### src/rtl/reg_scoreboard.sv
// RAW-hazard scoreboard for the in-order pipeline: tracks in-flight destination
// registers after ID and produces per-read-port forward selects and the ID stall.
module reg_scoreboard #(
   parameter int  REG_BITS   = 5,
   parameter int  DEPTH      = 3,
   parameter int  NRD        = 2,
   parameter int  LOAD_READY = 2,
   localparam int SELW       = $clog2(DEPTH + 1)
) (
   input  logic                    clk,
   input  logic                    aresetn,
   input  logic                    step,
   input  logic                    flush,
   input  logic                    id_valid,
   input  logic                    id_we,
   input  logic                    id_load,
   input  logic [REG_BITS-1:0]     id_wd,
   input  logic [NRD-1:0]          rd_req,
   input  logic [NRD*REG_BITS-1:0] rd_addr,
   output logic                    stall,
   output logic [NRD*SELW-1:0]     fwd_sel,
   output logic [SELW-1:0]         pending_cnt
);

   typedef struct packed {
      logic                v;
      logic                we;
      logic                load;
      logic [REG_BITS-1:0] wd;
   } slot_t;

   slot_t            slot_reg [DEPTH];
   slot_t            issue_next;
   logic [DEPTH-1:0] live;
   logic [NRD-1:0]   port_stall;

   genvar gi, gj;

   // A slot can only ever produce a hazard if it really writes a non-zero register.
   generate
      for (gi = 0; gi < DEPTH; gi++) begin : g_live
         assign live[gi] = slot_reg[gi].v & slot_reg[gi].we & (slot_reg[gi].wd != '0);
      end
   endgenerate

   always_comb begin
      pending_cnt = '0;
      for (int k = 0; k < DEPTH; k++) begin
         pending_cnt = pending_cnt + SELW'(live[k]);
      end
   end

   generate
      for (gi = 0; gi < NRD; gi++) begin : g_port
         logic [REG_BITS-1:0] addr;
         logic [DEPTH-1:0]    hit;
         logic [SELW-1:0]     sel;
         logic                req_stall;

         assign addr = rd_addr[gi*REG_BITS +: REG_BITS];

         for (gj = 0; gj < DEPTH; gj++) begin : g_hit
            assign hit[gj] = live[gj] & rd_req[gi] & (slot_reg[gj].wd == addr);
         end

         // Scan oldest to youngest so the youngest matching slot has the final say.
         always_comb begin
            sel       = '0;
            req_stall = 1'b0;
            for (int k = DEPTH - 1; k >= 0; k--) begin
               if (hit[k]) begin
                  if (slot_reg[k].load && (k < LOAD_READY)) begin
                     sel       = '0;
                     req_stall = 1'b1;
                  end else begin
                     sel       = SELW'(k + 1);
                     req_stall = 1'b0;
                  end
               end
            end
         end

         assign fwd_sel[gi*SELW +: SELW] = sel;
         assign port_stall[gi]           = req_stall;
      end
   endgenerate

   assign stall      = id_valid & (|port_stall);
   assign issue_next = (stall || flush) ? '0 : {id_valid, id_we, id_load, id_wd};

   // Older slots keep draining while ID is held, which is what bounds a load-use stall.
   always_ff @(posedge clk) begin
      if (!aresetn) begin
         for (int k = 0; k < DEPTH; k++) begin
            slot_reg[k] <= '0;
         end
      end else if (step) begin
         slot_reg[0] <= issue_next;
         for (int k = 1; k < DEPTH; k++) begin
            slot_reg[k] <= slot_reg[k-1];
         end
      end
   end

endmodule

### config.mk
export PLATFORM = sky130hd
export DESIGN_NAME = reg_scoreboard
export DESIGN_NICKNAME = d
export VERILOG_FILES = /design/src/rtl/reg_scoreboard.sv
export SDC_FILE = /design/constraint.sdc
export NUM_CORES = 1
export LEC_CHECK = 0
export CORE_UTILIZATION = 51
export DETAILED_ROUTE_END_ITERATION = 8
export PLACE_DENSITY_LB_ADDON = 0.2
export SYNTH_ARGS = -nofsm -noshare
export SYNTH_HDL_FRONTEND = slang
export SYNTH_SLANG_ARGS = --single-unit
### constraint.sdc
create_clock -name clk -period 3 [get_ports clk]
set_input_delay 0.6 -clock clk [delete_from_list [all_inputs] [get_ports clk]]
set_output_delay 0.6 -clock clk [all_outputs]
set_load 0.01 [all_outputs]
After elaboration in Yosys (flattened, before gate mapping)
Memories as Yosys holds them, arrays and structs flattened.
Cells that the tools add are included.
{"block": "totals", "ff_bits": 0, "mem_bits_rw": 24, "inputBits": 24, "out_inout_bits": 7, "wordCells": 58, "n_memories": 1}
{"block": "op_classes", "addsub": 2, "eq_ne": 6, "mux": 22, "n_bitwise": 22, "n_reduce_logical": 5}
{"memory": "slot_reg", "depth": 3, "word_bits": 8, "read_ports": 3, "rd_ports_with_merged_regs": 0, "wr": 3, "line_no": "32", "text": "slot_t slot_reg [DEPTH];"}
{"cell": "8-bit two-way mux", "n": 4}
{"cell": "5-bit == test", "n": 6}
{"cell": "1-bit bitwise AND", "n": 19}
{"cell": "5-bit nonzero test", "n": 3}
{"cell": "2-bit two-way mux", "n": 7}
{"cell": "1-bit two-way mux", "n": 11}
{"cell": "1-bit bitwise OR", "n": 3}
{"cell": "1-bit by 1-bit adder with 2-bit output", "n": 1}
{"cell": "2-bit by 1-bit adder with 2-bit output", "n": 1}
{"cell": "2-bit OR reduction", "n": 1}
{"cell": "1-bit logical OR", "n": 1}

Depth between registers and ports, before layout
Gate-level depths: netlist of run 1.
An unclocked memory read counts as a cell.
{"block": "logic_depth", "word_depth": 12, "depth_mapped": 5, "mapped_depth_nobuf": 5}

Worst setup path after synthesis of run 1
OpenSTA, ideal clock, no wires.
{"block": "synth_path", "path_kind": "input port to output port", "from": "in rd_addr[7]", "to": "out stall", "t_arrival_ps": 1942, "required_ps": 2400, "slack_ps": 458, "path_stages": 5, "path_buffers": 0, "path_cell_list": "xor2_1 -> nor4_1 -> or4bb_1 -> o2bb2ai_2 -> or2_1"}
{"block": "synth_via", "elab_chain_cells": 6, "word_cells_on_any_way": 8, "classes_between": "eq/ne (2); mux (2); bitwise (3); reduce/logical (1)"}
{"element": "from (decl)", "line_no": "19", "text": "input logic [NRD*REG_BITS-1:0] rd_addr,"}
{"element": "5-bit == test", "line_no": "63", "text": "assign hit[gj] = live[gj] & rd_req[gi] & (slot_reg[gj].wd == addr);"}
{"element": "1-bit bitwise AND", "line_no": "63"}
{"element": "1-bit two-way mux", "line_no": "71", "text": "if (hit[k]) begin"}
{"element": "1-bit two-way mux *", "line_no": "71"}
{"element": "2-bit OR reduction *", "line_no": "88", "text": "assign stall = id_valid & (|port_stall);"}
{"element": "1-bit bitwise AND *", "line_no": "88"}
{"element": "to (decl)", "line_no": "20", "text": "output logic stall,"}
Every way passes the cells marked *; elsewhere a longest branch is shown, timed or not.

Worst setup path in the final report of run 1
{"block": "layout_path", "from": "in rd_addr[5]", "to": "out stall"}
Same word-level chain as after synthesis.

==> impl_results.html, run 1 <==
<table>
<tr><th>Metric</th><th>Value</th></tr>
<tr><th colspan="2">Run status</th></tr>
<tr><td>Status</td><td>finished with violations</td></tr>
<tr><td>Violated checks</td><td>negative setup slack</td></tr>
<tr><th colspan="2">Timing</th></tr>
<tr><td>Minimum hold slack</td><td>0.641 ns</td></tr>
<tr><td>Remaining max-slew budget at the tightest pin</td><td>0.698</td></tr>
<tr><td>Max Clock Skew</td><td>~0.0015 ns</td></tr>
<tr><td>Clock period minus final worst setup slack</td><td>slightly above 3 ns</td></tr>
<tr><td>Transition time at the pin with the least slew margin</td><td>roughly 0.45 ns</td></tr>
<tr><td>PnR worst setup slack</td><td>-0.0199 ns</td></tr>
<tr><td>RSZ-0062 raised after global routing</td><td>true</td></tr>
<tr><td>Final hold viol count</td><td>0</td></tr>
<tr><td>Highest attainable clock frequency</td><td>approximately 0.33 GHz</td></tr>
<tr><td>Final slew viol count</td><td>0</td></tr>
<tr><td>Tcrit/Tclk final</td><td>1.01</td></tr>
<tr><td>Count of endpoints failing setup in the final report</td><td>1</td></tr>
<tr><th colspan="2">Logic synthesis</th></tr>
<tr><td>Warnings from Yosys</td><td>0</td></tr>
<tr><td>Net count after synthesis</td><td>around 150</td></tr>
<tr><td>Dominant combinational cell family by area after synthesis</td><td>simple AND/OR/NAND/NOR gates</td></tr>
<tr><td>Adder-cell share of the synthesized area</td><td>0.0135</td></tr>
<tr><td>Distinct cell type count of the synthesized netlist</td><td>34</td></tr>
<tr><td>Synth top area cells</td><td>sky130_fd_sc_hd__edfxtp_1 (47%), sky130_fd_sc_hd__xnor2_1 (12%), sky130_fd_sc_hd__and3_1 (5.9%)</td></tr>
<tr><td>Share of the synthesized area in the top cell type</td><td>0.465</td></tr>
<tr><td>Number of register bits inferred by synthesis</td><td>23</td></tr>
<tr><td>Area share of and/or/nand/nor cells after synthesis</td><td>0.260</td></tr>
<tr><td>Cell area after technology mapping</td><td>0.00149 mm²</td></tr>
<tr><td>Post-synthesis sequential area ratio</td><td>0.465</td></tr>
<tr><td>Post-Syn Instances</td><td>around 130</td></tr>
<tr><td>Mean post-synth cell area</td><td>between 10 and 15 µm²</td></tr>
<tr><td>Post-synthesis xor/xnor area fraction</td><td>0.177</td></tr>
<tr><td>Cell type contributing the most total cell area after synthesis</td><td>sky130_fd_sc_hd__edfxtp_1</td></tr>
<tr><td>Synthesized-area fraction occupied by ao, oa, aoi and oai cells</td><td>0.0607</td></tr>
<tr><td>Share of synthesized area spent on multiplexers</td><td>0.0135</td></tr>
<tr><th colspan="2">Global routing</th></tr>
<tr><td>Grt total ovfl</td><td>0</td></tr>
<tr><td>Initial antenna violation count</td><td>0</td></tr>
<tr><td>Vias in the first global route</td><td>1375</td></tr>
<tr><td>GRT Total Usage</td><td>0.264</td></tr>
<tr><td>Wire length of the first global-routing pass</td><td>~6.3 mm</td></tr>
<tr><td>Largest net degree at the start of global routing</td><td>18</td></tr>
<tr><th colspan="2">Floorplan</th></tr>
<tr><td>Core region area</td><td>around 0.0028 mm²</td></tr>
<tr><td>Chip Height</td><td>between 50 and 60 µm</td></tr>
<tr><td>Site row count</td><td>19</td></tr>
<tr><td>Die ar.</td><td>around 0.0031 mm²</td></tr>
<tr><td>Die Span X</td><td>between 50 and 60 µm</td></tr>
<tr><td>IO Pins</td><td>31</td></tr>
<tr><td>Initial cell density of the core</td><td>0.539</td></tr>
<tr><th colspan="2">Placed design</th></tr>
<tr><td>Final estimated routing congestion in global placement</td><td>approximately 0.86</td></tr>
<tr><td>Pre-CTS setup slack</td><td>-0.519 ns</td></tr>
<tr><td>Port Buffer Count</td><td>30</td></tr>
<tr><td>Final HPWL DP</td><td>2.99 mm</td></tr>
<tr><th colspan="2">Layout</th></tr>
<tr><td>Final cell utilization of the core</td><td>0.799</td></tr>
<tr><td>Count of nets after finishing</td><td>~220</td></tr>
<tr><td>Layout cells sized above 1</td><td>0.308</td></tr>
<tr><td>N_diodes</td><td>0</td></tr>
<tr><td>Number of flip-flops in the largest register</td><td>23</td></tr>
<tr><td>Post-synthesis to final-layout area growth</td><td>48.4%</td></tr>
<tr><th colspan="2">Setup path</th></tr>
<tr><td>WP data required</td><td>2.40 ns</td></tr>
<tr><td>Register-to-register setup slack</td><td>roughly 0.76 ns</td></tr>
<tr><td>Max stage delay on crit path</td><td>~0.51 ns</td></tr>
<tr><td>Type of the setup path with the least slack</td><td>in -&gt; out</td></tr>
<tr><td>Buffers and inverters on the worst path</td><td>3</td></tr>
<tr><td>Largest fanout on the critical path</td><td>3</td></tr>
<tr><td>Critical path cell sequence</td><td>clkdlybuf4s50_1 &gt; buf_4 &gt; xnor2_2 &gt; nand4_1 &gt; nor3_4 &gt; o2bb2ai_2 &gt; or2_1 &gt; buf_6</td></tr>
<tr><td>Critical path launch point type</td><td>input port</td></tr>
<tr><td>Worst path top cell family by delay</td><td>simple AND/OR/NAND/NOR gates</td></tr>
<tr><td>Setup crit end kind</td><td>output port</td></tr>
<tr><td>R2R Path Start</td><td>slot_reg[0][10]</td></tr>
<tr><td>Critical path's slowest cell</td><td>sky130_fd_sc_hd__clkdlybuf4s50_1</td></tr>
<tr><td>Arrival time at the worst endpoint</td><td>2.42 ns</td></tr>
<tr><td>Endpoint of the worst register-to-register path</td><td>slot_reg[0][4]</td></tr>
<tr><td>Logic depth of the worst register-to-register path</td><td>7</td></tr>
<tr><th colspan="2">Power</th></tr>
<tr><td>Total power draw</td><td>roughly 0.72 mW</td></tr>
<tr><td>Pwr/cell area</td><td>roughly 330 mW/mm²</td></tr>
<tr><td>Peak ir drop on the vdd network</td><td>~0.36 mV</td></tr>
<tr><td>Leak pwr</td><td>around 0.94 nW</td></tr>
<tr><th colspan="2">Hold path</th></tr>
<tr><td>Cells on Worst Hold Path</td><td>1</td></tr>
<tr><td>Hold Crit Endpoint</td><td>slot_reg[0][23]</td></tr>
<tr><td>Worst hold path startpoint</td><td>slot_reg[0][15]</td></tr>
<tr><td>Class of the most critical hold timing path</td><td>reg -&gt; reg</td></tr>
<tr><th colspan="2">Clocking</th></tr>
<tr><td>Sink count of the clock tree</td><td>23</td></tr>
<tr><td>Clock latency of the later-clocked register in the worst-skew pair</td><td>about 0.3 ns</td></tr>
<tr><td>TritonCTS clock tree</td><td>yes</td></tr>
<tr><td>Number of buffers added by the clock tree synthesis step</td><td>3</td></tr>
<tr><td>H-tree levels</td><td>1</td></tr>
<tr><td>Clk pin slew, worst setup/hold paths</td><td>approximately 0.11 ns</td></tr>
<tr><td>Clock root cell</td><td>sky130_fd_sc_hd__clkbuf_4</td></tr>
<tr><td>CTS Buffer Depth</td><td>2</td></tr>
<tr><th colspan="2">Route</th></tr>
<tr><td>Pre-Repair DR Iteration Count</td><td>4</td></tr>
<tr><td>Post-detailed-route count of antenna-violating nets</td><td>0</td></tr>
<tr><td>Via count</td><td>1339</td></tr>
<tr><td>Drt initial violations</td><td>52</td></tr>
<tr><td>Residual DRC count</td><td>0</td></tr>
<tr><td>Total wire length after detailed routing</td><td>4.06 mm</td></tr>
<tr><td>Vias/cell</td><td>between 5 and 6</td></tr>
<tr><td>Routed len/inst</td><td>between 15 and 20 µm</td></tr>
<tr><th colspan="2">Flow run</th></tr>
<tr><td>Number of maximum-capacitance violations</td><td>0</td></tr>
</table>
==> power by group <==
group	internal, mW	total, mW	switching [mW]
Combinational	0.104	0.188	0.0834
Clock	0.0518	0.135	0.0833
Sequential	0.376	0.395	0.0184
==> cell usage after synthesis <==
cell	count
sky130_fd_sc_hd__o2bb2ai_2	1
sky130_fd_sc_hd__clkbuf_1	2
sky130_fd_sc_hd__nand4_1	4
sky130_fd_sc_hd__edfxtp_1	23
sky130_fd_sc_hd__or4_1	2
sky130_fd_sc_hd__nor2_1	1
sky130_fd_sc_hd__nor4_1	10
sky130_fd_sc_hd__or3_1	2
sky130_fd_sc_hd__nand3_1	1
sky130_fd_sc_hd__mux2i_1	2
sky130_fd_sc_hd__fa_1	1
sky130_fd_sc_hd__nor3_1	1
sky130_fd_sc_hd__inv_1	2
sky130_fd_sc_hd__nand2b_1	9
sky130_fd_sc_hd__nor3_2	2
sky130_fd_sc_hd__o211ai_4	1
sky130_fd_sc_hd__xnor2_1	21
sky130_fd_sc_hd__o2111ai_1	1
sky130_fd_sc_hd__nor2_2	1
sky130_fd_sc_hd__o21ai_0	1
sky130_fd_sc_hd__or4bb_1	1
sky130_fd_sc_hd__nor3_4	1
sky130_fd_sc_hd__or2_1	1
sky130_fd_sc_hd__o21ai_2	1
sky130_fd_sc_hd__nand3b_1	1
sky130_fd_sc_hd__and3_1	14
sky130_fd_sc_hd__and4_1	1
sky130_fd_sc_hd__a21oi_1	2
sky130_fd_sc_hd__nand2_1	5
sky130_fd_sc_hd__and3_2	1
sky130_fd_sc_hd__xor2_1	9
sky130_fd_sc_hd__o211ai_1	2
sky130_fd_sc_hd__o22ai_1	1
sky130_fd_sc_hd__or4_4	1
==> metal layers <==
metal / wire [µm] / share of wire / GRT usage / up-vias
met1: 1620 / 0.40 / 0.321 / 639
met5: 0 / 0 / 0 / -
met4: 123 / 0.030 / 0.143 / 0
met3: 226 / 0.056 / 0.0279 / 14
met2: 2090 / 0.51 / 0.457 / 58
li1: - / - / - / 628
==> stage by stage <==
stage	setup TNS (ns)	std cells	cell area [µm²]
CTS	-0.144	226	2130
detailed placement	-1.81	218	2050
floorplan	0	129	1490
global route	-0.0514	229	2200
finish	-0.0199	229	2200
global placement	-1.54	218	2050
==> what timing repair did <==
item                                   4_1_cts  5_1_grt
gates resized for setup                     14       24
hold buffers                                 0        0
setup endpoints to repair                    6        7
endpoints found under the hold margin        0        0
setup buffers                                4        3
pin swaps                                    8        8
==> how the worst max path moves through the flow <==
stage	from	endpoint	slack, ns	depth (start not counted)
5_1_grt	rd_addr[8]	stall	-0.05	8
6_report	rd_addr[5]	stall	-0.02	8
3_3_place_gp	rd_addr[7]	stall	-0.46	7
2_1_floorplan	rd_addr[7]	stall	0.46	5
4_1_cts	rd_addr[5]	stall	-0.14	7
3_5_place_dp	rd_addr[7]	stall	-0.52	7
==> area by class of cell <==
type	instances	area, µm²
clock buffers	4	26.3
fillers	171	553
inverters	2	7.51
multi-input cells	102	840
flip-flops and latches	23	691
well taps	31	38.8
repair buffers	67	602
==> cell usage in the layout, fill, tap and decap left out, drive strengths merged <==
master and instances:
nand4 4, clkdlybuf4s50 17, or4 3, a21oi 2, or3 2, o2bb2ai 1
nor3 4, fa 1, edfxtp 23, o2111ai 1, dlymetal6s2s 7, nand3b 1
mux2i 2, clkbuf 7, nand3 1, o21ai 2, o211ai 3, or4bb 1
or2 1, nand2 5, xor2 9, and4 1, buf 38, and3 15
clkdlybuf4s15 2, nor2 2, inv 2, xnor2 21, nand2b 9, nor4 10
o22ai 1
==> logic make-up after synthesis <==
logic type | after synthesis
adders and majority gates | 1
xor gates and xnor gates | 30
muxes | 2
buffers and inverters | 4
DFF | 23
AOI/OAI and AO/OA | 10
and+or+nand+nor | 59
(Power assumes the default switching activity.)
==> run 2: changes to the inputs <==
--- a/config.mk
+++ b/config.mk
@@ -5,9 +5,11 @@
 export SDC_FILE = /design/constraint.sdc
 export NUM_CORES = 1
 export LEC_CHECK = 0
-export CORE_UTILIZATION = 51
+export CORE_UTILIZATION = 39
 export DETAILED_ROUTE_END_ITERATION = 8
 export PLACE_DENSITY_LB_ADDON = 0.2
+export SETUP_SLACK_MARGIN = 0.4
+export SKIP_CTS_REPAIR_TIMING = 1
 export SYNTH_ARGS = -nofsm -noshare
 export SYNTH_HDL_FRONTEND = slang
 export SYNTH_SLANG_ARGS = --single-unit
==> run 2 against run 1 <==
  * The run now ends clean
  * Clock power increased by 34%
  * Critical endpoint is now fwd_sel[0]
  * Die area increased by 30%
  * Global-route usage decreased by 6.8 points
  * Worst hold slack got worse by 0.027 ns
  * Via count decreased by 4.6%
  * Core utilization decreased by 18 points
  * Register-to-register slack improved by 0.09 ns
  * Non-clock buffer count increased by 2
  * Worst setup slack improved by 0.25 ns
  * Cell area increased by 2.0%
  * Sequential share of layout area decreased by 0.63 points
  * Fmax increased by 8.9%
==> impl_results.html, run 2 (synthesis results as in run 1) <==
<table>
<tr><th>Metric</th><th>Value</th></tr>
<tr><th colspan="2">Floorplan</th></tr>
<tr><td>IO Pins</td><td>31 (unchanged)</td></tr>
<tr><td>Site row count</td><td>22 (+3)</td></tr>
<tr><td>Core region area</td><td>0.00366 mm² (+33%)</td></tr>
<tr><td>Die Span X</td><td>63.7 µm (+14%)</td></tr>
<tr><td>Chip Height</td><td>63.7 µm (+14%)</td></tr>
<tr><td>Initial cell density of the core</td><td>0.406 (-0.133)</td></tr>
<tr><td>Die ar.</td><td>0.00406 mm² (+30%)</td></tr>
<tr><th colspan="2">Setup path</th></tr>
<tr><td>Setup crit end kind</td><td>output port</td></tr>
<tr><td>Max stage delay on crit path</td><td>0.56 ns (+0.05 ns)</td></tr>
<tr><td>Critical path's slowest cell</td><td>sky130_fd_sc_hd__or4_4</td></tr>
<tr><td>Critical path cell sequence</td><td>or4_4 &gt; o211ai_1 &gt; buf_4 &gt; buf_6 &gt; o21ai_4 &gt; mux2i_1 &gt; buf_2</td></tr>
<tr><td>Critical path launch point type</td><td>flop</td></tr>
<tr><td>Largest fanout on the critical path</td><td>3 (unchanged)</td></tr>
<tr><td>Type of the setup path with the least slack</td><td>reg -&gt; out</td></tr>
<tr><td>WP data required</td><td>2.40 ns (about the same)</td></tr>
<tr><td>Arrival time at the worst endpoint</td><td>2.17 ns (-0.25 ns)</td></tr>
<tr><th colspan="2">Timing</th></tr>
<tr><td>RSZ-0062 raised after global routing</td><td>true</td></tr>
<tr><td>Final slew viol count</td><td>0 (unchanged)</td></tr>
<tr><td>Transition time at the pin with the least slew margin</td><td>0.502 ns (+0.0501 ns)</td></tr>
<tr><td>Count of endpoints failing setup in the final report</td><td>0 (-1)</td></tr>
<tr><td>Max Clock Skew</td><td>0.00166 ns (+0.000184 ns)</td></tr>
<tr><td>Highest attainable clock frequency</td><td>0.361 GHz (+8.9%)</td></tr>
<tr><td>Minimum hold slack</td><td>0.614 ns (-0.0268 ns)</td></tr>
<tr><td>PnR worst setup slack</td><td>0.227 ns (+0.247 ns)</td></tr>
<tr><td>Clock period minus final worst setup slack</td><td>2.77 ns (-0.247 ns)</td></tr>
<tr><td>Remaining max-slew budget at the tightest pin</td><td>0.664 (-0.0335)</td></tr>
<tr><td>Final hold viol count</td><td>0 (unchanged)</td></tr>
<tr><td>Tcrit/Tclk final</td><td>0.924 (-0.0824)</td></tr>
<tr><th colspan="2">Layout</th></tr>
<tr><td>Final cell area excluding filler cells</td><td>0.00225 mm² (+2.0%)</td></tr>
<tr><td>Most common cell after layout, fill and taps aside</td><td>sky130_fd_sc_hd__buf_4</td></tr>
<tr><td>Layout cells sized above 1</td><td>0.345 (+0.0369)</td></tr>
<tr><td>Top library cells by usage in the layout, fill and taps aside</td><td>sky130_fd_sc_hd__buf_4 (38), sky130_fd_sc_hd__edfxtp_1 (23), sky130_fd_sc_hd__xnor2_1 (20), sky130_fd_sc_hd__and3_1 (14), sky130_fd_sc_hd__clkdlybuf4s50_1 (13)</td></tr>
<tr><td>Number of fill cells in the layout</td><td>317 (+85%)</td></tr>
<tr><td>Number of flip-flops in the largest register</td><td>23 (unchanged)</td></tr>
<tr><td>Final cell utilization of the core</td><td>0.614 (-0.185)</td></tr>
<tr><td>Post-synthesis to final-layout area growth</td><td>51.5%</td></tr>
<tr><td>Filler-free cell count of the finished design</td><td>248 (+8.3%)</td></tr>
<tr><td>N_diodes</td><td>0 (unchanged)</td></tr>
<tr><td>Count of nets after finishing</td><td>226 (+0.89%)</td></tr>
<tr><th colspan="2">Hold path</th></tr>
<tr><td>Class of the most critical hold timing path</td><td>reg -&gt; reg</td></tr>
<tr><th colspan="2">Placed design</th></tr>
<tr><td>Pre-CTS setup slack</td><td>-0.451 ns (+0.0675 ns)</td></tr>
<tr><td>Final estimated routing congestion in global placement</td><td>0.910 (+5.3%)</td></tr>
<tr><td>Port Buffer Count</td><td>30 (unchanged)</td></tr>
<tr><td>Final HPWL DP</td><td>2.95 mm (-1.3%)</td></tr>
<tr><td>Placement Cell Area</td><td>0.00206 mm² (+0.43%)</td></tr>
<tr><td>Placed cell count</td><td>235 (+7.8%)</td></tr>
<tr><th colspan="2">Clocking</th></tr>
<tr><td>Clk pin slew, worst setup/hold paths</td><td>0.07 ns (-0.04 ns)</td></tr>
<tr><td>Clock latency of the later-clocked register in the worst-skew pair</td><td>0.25 ns (-0.05 ns)</td></tr>
<tr><td>Clock root cell</td><td>sky130_fd_sc_hd__clkbuf_8</td></tr>
<tr><td>H-tree levels</td><td>1 (unchanged)</td></tr>
<tr><td>Number of buffers added by the clock tree synthesis step</td><td>3 (unchanged)</td></tr>
<tr><td>CTS Buffer Depth</td><td>2 (unchanged)</td></tr>
<tr><td>Sink count of the clock tree</td><td>23 (unchanged)</td></tr>
<tr><td>TritonCTS clock tree</td><td>yes</td></tr>
<tr><th colspan="2">Power</th></tr>
<tr><td>Combinational cell fraction of total power</td><td>0.238 (-0.024)</td></tr>
<tr><td>Internal power summed over all cells</td><td>0.570 mW (+7.2%)</td></tr>
<tr><td>Clock power share</td><td>0.240 (+0.052)</td></tr>
<tr><td>Leak pwr</td><td>0.985 nW (+4.2%)</td></tr>
<tr><td>Peak ir drop on the vdd network</td><td>0.252 mV (-29%)</td></tr>
<tr><td>Sequential group share of total power</td><td>0.522 (-0.028)</td></tr>
<tr><td>Pwr/cell area</td><td>336 mW/mm² (+3.2%)</td></tr>
<tr><td>Switching power as a share of total power</td><td>0.244 (-0.0135)</td></tr>
<tr><td>Switching component of the power</td><td>0.185 mW (-0.26%)</td></tr>
<tr><th colspan="2">Route</th></tr>
<tr><td>Pre-Repair DR Iteration Count</td><td>4 (unchanged)</td></tr>
<tr><td>Routed met2 length</td><td>2.05 mm (-1.6%)</td></tr>
<tr><td>Drt initial violations</td><td>54 (+3.8%)</td></tr>
<tr><td>Top layer used by detailed routing</td><td>met4</td></tr>
<tr><td>Detailed-route wire length on metal 1</td><td>1.60 mm (-1.4%)</td></tr>
<tr><td>Via count</td><td>1278 (-4.6%)</td></tr>
<tr><td>Sum of met3 wire segment lengths after detailed routing</td><td>160 µm (-29%)</td></tr>
<tr><td>Post-detailed-route count of antenna-violating nets</td><td>0 (unchanged)</td></tr>
<tr><td>Total wire length after detailed routing</td><td>3.85 mm (-5.1%)</td></tr>
<tr><td>Vias/cell</td><td>5.15 (-12%)</td></tr>
<tr><td>Residual DRC count</td><td>0 (unchanged)</td></tr>
<tr><td>Routed len/inst</td><td>15.5 µm (-12%)</td></tr>
<tr><th colspan="2">Global routing</th></tr>
<tr><td>Vias in the first global route</td><td>1337 (-2.8%)</td></tr>
<tr><td>GRT Total Usage</td><td>0.195 (-0.0685)</td></tr>
<tr><td>Wire length of the first global-routing pass</td><td>6.04 mm (-3.7%)</td></tr>
<tr><td>Largest net degree at the start of global routing</td><td>18 (unchanged)</td></tr>
<tr><td>Grt total ovfl</td><td>0 (unchanged)</td></tr>
<tr><td>Initial antenna violation count</td><td>0 (unchanged)</td></tr>
<tr><th colspan="2">Flow run</th></tr>
<tr><td>Number of maximum-capacitance violations</td><td>0 (unchanged)</td></tr>
<tr><th colspan="2">Run status</th></tr>
<tr><td>Status</td><td>finished, final reports clean</td></tr>
</table>
[run 2: changes by cell type in the layout (fill, tap and decap cells not counted), moves of 2 or more]
cell                              delta
sky130_fd_sc_hd__buf_4               +4
sky130_fd_sc_hd__a21oi_2             +2
sky130_fd_sc_hd__dlymetal6s2s_1      +3
sky130_fd_sc_hd__buf_2               +6
sky130_fd_sc_hd__clkdlybuf4s50_1     -4
sky130_fd_sc_hd__clkbuf_8            +3
sky130_fd_sc_hd__clkbuf_2            -3
sky130_fd_sc_hd__clkdlybuf4s15_1     -2
sky130_fd_sc_hd__a21oi_1             -2
sky130_fd_sc_hd__clkbuf_4            -3
[run 2: worst max-delay path, delay by kind of cell (launching register included)]
kind / cells / cell delay [ns]
flops: 1 / 0.39
simple gates: 1 / 0.56
buf+inv: 3 / 0.45
compound gates: 2 / 0.36
mux: 1 / 0.16
[run 2: cell type report]
cell class | instances | area [µm²] | share of cell area
multi-input cells | 102 | 853 | 0.379
flip-flops and latches | 23 | 691 | 0.307
repair buffers | 69 | 593 | 0.264
well taps | 48 | 60.1 | 0.0267
clock buffers | 4 | 45.0 | 0.0200
inverters | 2 | 7.51 | 0.00334
[run 2: layer usage]
metal	global-route usage	up-vias
met5	0	-
li1	-	632
met2	0.364	39
met1	0.223	603
met4	0.0710	0
met3	0.0254	4
[run 2: power by group through the flow]
stage / sequential (mW) / clock [mW] / combinational (mW)
2_1_floorplan: 0.401 / 0 / 0.0711
3_3_place_gp: 0.400 / 0 / 0.160
3_5_place_dp: 0.401 / 0 / 0.165
4_1_cts: 0.394 / 0.184 / 0.166
5_1_grt: 0.396 / 0.198 / 0.195
6_report: 0.394 / 0.181 / 0.180
[run 2: final timing paths]
path	start	endpoint	slack, ns	cells after the start
max	slot_reg[0][10]	fwd_sel[0]	0.23	7
min	slot_reg[0][14]	slot_reg[0][22]	0.61	1
max reg2reg	slot_reg[0][4]	slot_reg[0][2]	0.85	8
min reg2reg	slot_reg[0][14]	slot_reg[0][22]	0.61	1
[run 2: metrics by stage]
| stage | setup TNS [ns] | power (mW) |
|---|---|---|
| floorplan | 0 | 0.472 |
| global placement | -1.63 | 0.561 |
| detailed placement | -1.77 | 0.566 |
| CTS | -2.04 | 0.744 |
| global route | 0 | 0.789 |
| finish | 0 | 0.755 |
==> run 3: changes to the inputs <==
--- a/config.mk
+++ b/config.mk
@@ -5,6 +5,7 @@
 export SDC_FILE = /design/constraint.sdc
 export NUM_CORES = 1
 export LEC_CHECK = 0
+export ABC_CLOCK_PERIOD_IN_PS = 3000
 export CORE_UTILIZATION = 39
 export DETAILED_ROUTE_END_ITERATION = 8
 export PLACE_DENSITY_LB_ADDON = 0.2
==> results of run 3 <==
Same layout as run 2: the final DEF is identical, and so are final timing and power.
